**src/rtl/rank_pkg.sv**
```systemverilog
// Shared request/response word formats for the rank requester and rank_responder.
// Both ends import this package so the field layout is defined in one place.
package rank_pkg;

    localparam int ID_W   = 2;
    localparam int NODE_W = 7;
    localparam int RANK_W = 16;
    localparam int REQ_W  = 12;
    localparam int RESP_W = ID_W + NODE_W + RANK_W;

    localparam int REQ_SRC_HI   = 11;
    localparam int REQ_SRC_LO   = 10;
    localparam int REQ_DST_HI   = 9;
    localparam int REQ_DST_LO   = 8;
    localparam int REQ_RSVD_BIT = 7;
    localparam int REQ_NODE_HI  = 6;
    localparam int REQ_NODE_LO  = 0;

    typedef struct packed {
        logic [ID_W-1:0]   src_id;
        logic [ID_W-1:0]   dst_id;
        logic              rsvd;
        logic [NODE_W-1:0] node;
    } req_t;

    typedef struct packed {
        logic [ID_W-1:0]   src_id;
        logic [NODE_W-1:0] node;
        logic [RANK_W-1:0] rank;
    } resp_t;

    typedef enum logic [1:0] {IDLE, FETCH, LOOKUP, SEND} state_t;

    function automatic req_t unpack_req(input logic [REQ_W-1:0] word);
        req_t r;
        r.src_id = word[REQ_SRC_HI:REQ_SRC_LO];
        r.dst_id = word[REQ_DST_HI:REQ_DST_LO];
        r.rsvd   = word[REQ_RSVD_BIT];
        r.node   = word[REQ_NODE_HI:REQ_NODE_LO];
        return r;
    endfunction

endpackage

```
**src/rtl/rank_responder.sv**
```systemverilog
// Pops rank requests addressed to this PE, reads the local rank RAM and pushes a response.
// Define RESP_STATS_EN to add saturating served/dropped counters.
//
// state  | meaning
// IDLE   | waiting for a request and a guaranteed response slot; pops when both present
// FETCH  | request word valid; drop if misrouted, else present node to the rank RAM
// LOOKUP | rank RAM data valid; capture the response word
// SEND   | push the response, holding while the response FIFO is full
module rank_responder
    import rank_pkg::*;
(
    input  logic              clk,
    input  logic              reset,
    input  logic [ID_W-1:0]   id,
    input  logic              empty_req,
    input  logic [REQ_W-1:0]  dataOut_req,
    output logic              read_req,
    output logic [NODE_W-1:0] mem_addr,
    input  logic [RANK_W-1:0] mem_rdata,
    input  logic              full_resp,
    input  logic              almost_full_resp,
    output logic [RESP_W-1:0] dataIn_resp,
    output logic              write_resp,
    output logic              busy
`ifdef RESP_STATS_EN
    ,
    output logic [15:0]       served_cnt,
    output logic [15:0]       dropped_cnt
`endif
);

    state_t            state;
    req_t              req_in;
    logic              hit;
    logic [ID_W-1:0]   src_q;
    logic [NODE_W-1:0] addr_q;
    resp_t             resp_q;
    logic              unused_rsvd;

    assign req_in      = unpack_req(dataOut_req);
    assign unused_rsvd = req_in.rsvd;
    assign hit         = (state == FETCH) && (req_in.dst_id == id);

    // The pop and RAM address are issued in the same cycle the decision is made so that
    // FIFO data lands in FETCH and RAM data lands in LOOKUP (3-cycle pop-to-push latency).
    assign read_req    = reset && (state == IDLE) && !empty_req && !almost_full_resp;
    assign mem_addr    = hit ? req_in.node : addr_q;
    assign write_resp  = (state == SEND) && !full_resp;
    assign dataIn_resp = resp_q;
    assign busy        = (state != IDLE);

    always_ff @(posedge clk or negedge reset) begin
        if (!reset) begin
            state  <= IDLE;
            src_q  <= '0;
            addr_q <= '0;
            resp_q <= '0;
        end else begin
            case (state)
                IDLE: begin
                    if (read_req) state <= FETCH;
                end
                FETCH: begin
                    if (hit) begin
                        src_q  <= req_in.src_id;
                        addr_q <= req_in.node;
                        state  <= LOOKUP;
                    end else begin
                        state <= IDLE;
                    end
                end
                LOOKUP: begin
                    resp_q.src_id <= src_q;
                    resp_q.node   <= addr_q;
                    resp_q.rank   <= mem_rdata;
                    state         <= SEND;
                end
                SEND: begin
                    if (!full_resp) state <= IDLE;
                end
                default: state <= IDLE;
            endcase
        end
    end

`ifdef RESP_STATS_EN
    always_ff @(posedge clk or negedge reset) begin
        if (!reset) begin
            served_cnt  <= '0;
            dropped_cnt <= '0;
        end else begin
            if (write_resp && served_cnt != 16'hFFFF) served_cnt <= served_cnt + 16'd1;
            if (state == FETCH && !hit && dropped_cnt != 16'hFFFF)
                dropped_cnt <= dropped_cnt + 16'd1;
        end
    end
`endif

endmodule

```
**config.mk**
```make
export PLATFORM = sky130hd
export DESIGN_NAME = rank_responder
export DESIGN_NICKNAME = d
export VERILOG_FILES = /design/src/rtl/rank_pkg.sv /design/src/rtl/rank_responder.sv
export SDC_FILE = /design/constraint.sdc
export NUM_CORES = 1
export LEC_CHECK = 0
export ABC_CLOCK_PERIOD_IN_PS = 3680
export CAP_MARGIN = 20
export CORE_UTILIZATION = 44
export DETAILED_ROUTE_END_ITERATION = 6
export HOLD_SLACK_MARGIN = 0.08
export PLACE_DENSITY_LB_ADDON = 0.1
export SKIP_LAST_GASP = 1
export SLEW_MARGIN = 10
export SYNTH_ARGS = -nofsm -noshare
export SYNTH_HDL_FRONTEND = slang
export SYNTH_SLANG_ARGS = --single-unit
```
**constraint.sdc**
```tcl
create_clock -name clk -period 3.68 [get_ports clk]
set_input_delay 0.368 -clock clk [delete_from_list [all_inputs] [get_ports clk]]
set_output_delay 0.368 -clock clk [all_outputs]
set_load 0.005 [all_outputs]
```
==> results by group <==
Run status
  • Status: finished clean

Place
  • # port buffers: a little under 70
  • Post-Place Cell Area: roughly 2200 um^2
  • Gpl congestion: ~0.74
  • Placed cells: around 200
  • Detailed Place HPWL: 2070 um

Worst setup path
  • Reg2reg path depth: 4
  • Crit path max fanout: 13
  • Crit path launch type: primary input
  • Critical path's slowest cell: or4_1
  • CP delay by family, top: buffers and inverters
  • Worst Path Required: ~3.3 ns
  • Worst path cell trace: clkdlybuf4s50_1 -> xor2_1 -> or4_1 -> buf_4 -> mux2_4 -> clkdlybuf4s50_1
  • Buf+Inv Stages, Crit Path: 3
  • R2r endpoint: src_q[1]$_DFFE_PN0P_
  • Critical Path End Type: output pin
  • Worst r2r src: state[0]$_DFFE_PN0P_
  • Crit path arrival time: around 2.6 ns
  • R2r setup slk: around 1.9 ns
  • Most used cell, CP: clkdlybuf4s50_1
  • Critical setup path kind: primary input to output pin
  • Worst path max stage delay: between 0.6 and 0.7 ns

GRT
  • Largest net degree at the start of global routing: 38
  • Gr usage total: a little under a fifth
  • First-pass GRT wire length: 4690 um
  • Vias in the first global route: 1079
  • Total grt overflow: 0
  • Initial antenna violation count: 0

Clock network
  • Post-CTS sizing: 0
  • CTS tree: done
  • H-tree depth: 2
  • Setup Fix Bufs, Post-CTS: 0
  • Worst skew pair latency: about 0.32 ns
  • Clk root buf: clkbuf_4
  • Max clock buf depth: 2
  • Clock sinks: 36
  • Clock Pin Slew Worst Setup and Hold Paths: about 0.1 ns
  • CTS Buf Count: 5

Synth
  • Synth top area share: about three fifths
  • Most frequent cell after synthesis: dfrtp_1
  • Synth Warn #: 0
  • #FFs+latches synth: 36
  • Most used DFF post-synth: dfrtp_1
  • Mean area per synthesized cell: between 15 and 20 um^2
  • Sequential area share after synthesis: between 50% and 60%
  • Synthesized cell area: about 1500 um^2
  • Post-synth EDFFs: 0
  • Post-Syn Nets: 130
  • Ys async rst share: between 90% and 100%
  • Mapped Cells: 95
  • Synth top cells by count: 36 x dfrtp_1, 32 x mux2_2, 9 x mux2_4
  • Yosys cell types: 16
  • Top cells by area, synth: dfrtp_1 59%, mux2_2 24%, mux2_4 8.9%
  • Synth area leader: dfrtp_1

Power and ir drop
  • VDD IR max: a little under 0.4 mV
  • Sequential power share: about two fifths
  • Sw frac: a little over a quarter
  • Clock power share: 10.5%
  • Int Pwr: about 1300 uW
  • PD cells: 784 nW/um^2
  • Leakage power: 0.000985 uW
  • Combinational group share of total power: ~50%
  • Switching pwr: 475 uW

Floorplanning
  • Row cnt: 20
  • Initial core utilization: 48.1%
  • Core region area: 3150 um^2
  • I/O Pins: 70
  • DIE AREA: ~3700 um^2
  • Die Height: about 61 um
  • Die width: 60.7 um

STA
  • Slew of the pin with the lowest slew margin: 0.573 ns
  • Final setup violation count: 0
  • Clock skew: just over 0.008 ns
  • Period utilization: approximately 80%
  • F_max: 340 MHz
  • Min Tclk post-route: 2.94 ns
  • Hold Slack: 0.513 ns
  • RSZ-0062 raised after global routing: false
  • Final slew viol count: 0
  • Slew headroom: 61.8%
  • Final hold vios: 0
  • Setup TNS: 0 ns

Layout
  • Core Util, Final: about 72%
  • Layout Cells excl Fill: 212
  • Fillers: 246
  • Finished Cell Area: between 2000 and 2500 um^2
  • Share of cells above drive strength 1: between 30% and 40%
  • Synth-to-layout area growth: 49.9%
  • Number of diodes: 0
  • Final layout net count: a little over 200

Drt
  • Final WL: around 2800 um
  • Drt wl/cell: 13.4 um
  • Via density: just under 5
  • Post-route antenna net violation count: 0
  • Routed via count: around 1000
  • Drt first-iter violations: 27
  • Pre-antenna DRT Iters: 2
  • DRC viols: 0

Hold path
  • Hold Path Class: flop to flop
  • Hold path startpoint: dataIn_resp[18]$_DFFE_PN0P_
  • Hold Path Stages: 1
  • Worst hold endpoint: dataIn_resp[18]$_DFFE_PN0P_

Flow run
  • Max-cap violation count: 0
## power by group through the flow
| stage | clock network, uW | logic [uW] | registers, uW |
|---|---|---|---|
| 2_1_floorplan | 0 | 426 | 713 |
| 3_3_place_gp | 0 | 880 | 702 |
| 3_5_place_dp | 0 | 902 | 719 |
| 4_1_cts | 199 | 906 | 712 |
| 5_1_grt | 218 | 966 | 738 |
| 6_report | 187 | 887 | 709 |
## metrics by stage
step           setup WS, ns  total power, uW
6_report              0.737             1780
5_1_grt               0.670             1920
4_1_cts               0.730             1820
3_5_place_dp          0.735             1620
3_3_place_gp          0.744             1580
2_1_floorplan          1.75             1140
## state kept, by name (all words and copies together), names as in the netlist, named ones only
register     flops
state            1
dataIn_resp     25
addr_q           7
src_q            2
## logic make-up (layout without fill, tap and decap cells)
group | count (synthesis) | count (layout) | synth area share (%)
mux | 41 | 41 | 32.6
compound gates | 2 | 2 | 0.660
simple gates | 8 | 8 | 2.97
flops | 36 | 36 | 59.4
buf+inv | 6 | 79 | 3.21
xor+xnor | 2 | 2 | 1.15
## cell usage in the layout, fill, tap and decap left out, types with 2 or more instances in the layout
| master | n |
|---|---|
| mux2_4 | 9 |
| clkdlybuf4s50_1 | 67 |
| mux2_2 | 32 |
| dfrtp_1 | 36 |
| nand2_1 | 2 |
| o21ai_0 | 2 |
| buf_4 | 2 |
| nor2_1 | 2 |
| xor2_1 | 2 |
| clkbuf_4 | 5 |
## area by class of cell
type                    count  area, um^2  area share [%]
clock inverters             1        5.00           0.220
well taps                  44        55.1            2.42
flip-flops and latches     36         901            39.6
clock buffers               6        41.3            1.82
inverters                   1        3.75           0.165
repair buffers             71         701            30.8
multi-input cells          53         568            25.0
## metal layers
| layer | up-vias | GRT usage, % | share of wire [%] | wire length [um] |
|---|---|---|---|---|
| li1 | 477 | - | - | - |
| met1 | 492 | 21.5 | 41 | 1160 |
| met2 | 44 | 30.1 | 50 | 1420 |
| met3 | 5 | 5.97 | 8.0 | 226 |
| met4 | 0 | 8.77 | 1.5 | 44 |
| met5 | - | 0 | 0 | 0 |
## worst max-delay path by stage
stage | from | end | depth (start not counted)
after floorplan | id[1] | mem_addr[0] | 5
after global placement | id[1] | mem_addr[6] | 6
after detailed placement | id[1] | mem_addr[5] | 6
after CTS | id[1] | mem_addr[5] | 6
after global routing | id[1] | mem_addr[2] | 6
final | id[1] | mem_addr[5] | 6
## repair_timing
action | in CTS | in global routing
hold buffers | 1 | 0
endpoints found under the setup margin | 0 | 0
endpoints found under the hold margin | 35 | 0
Note: power is estimated with default switching activity, not from simulation.
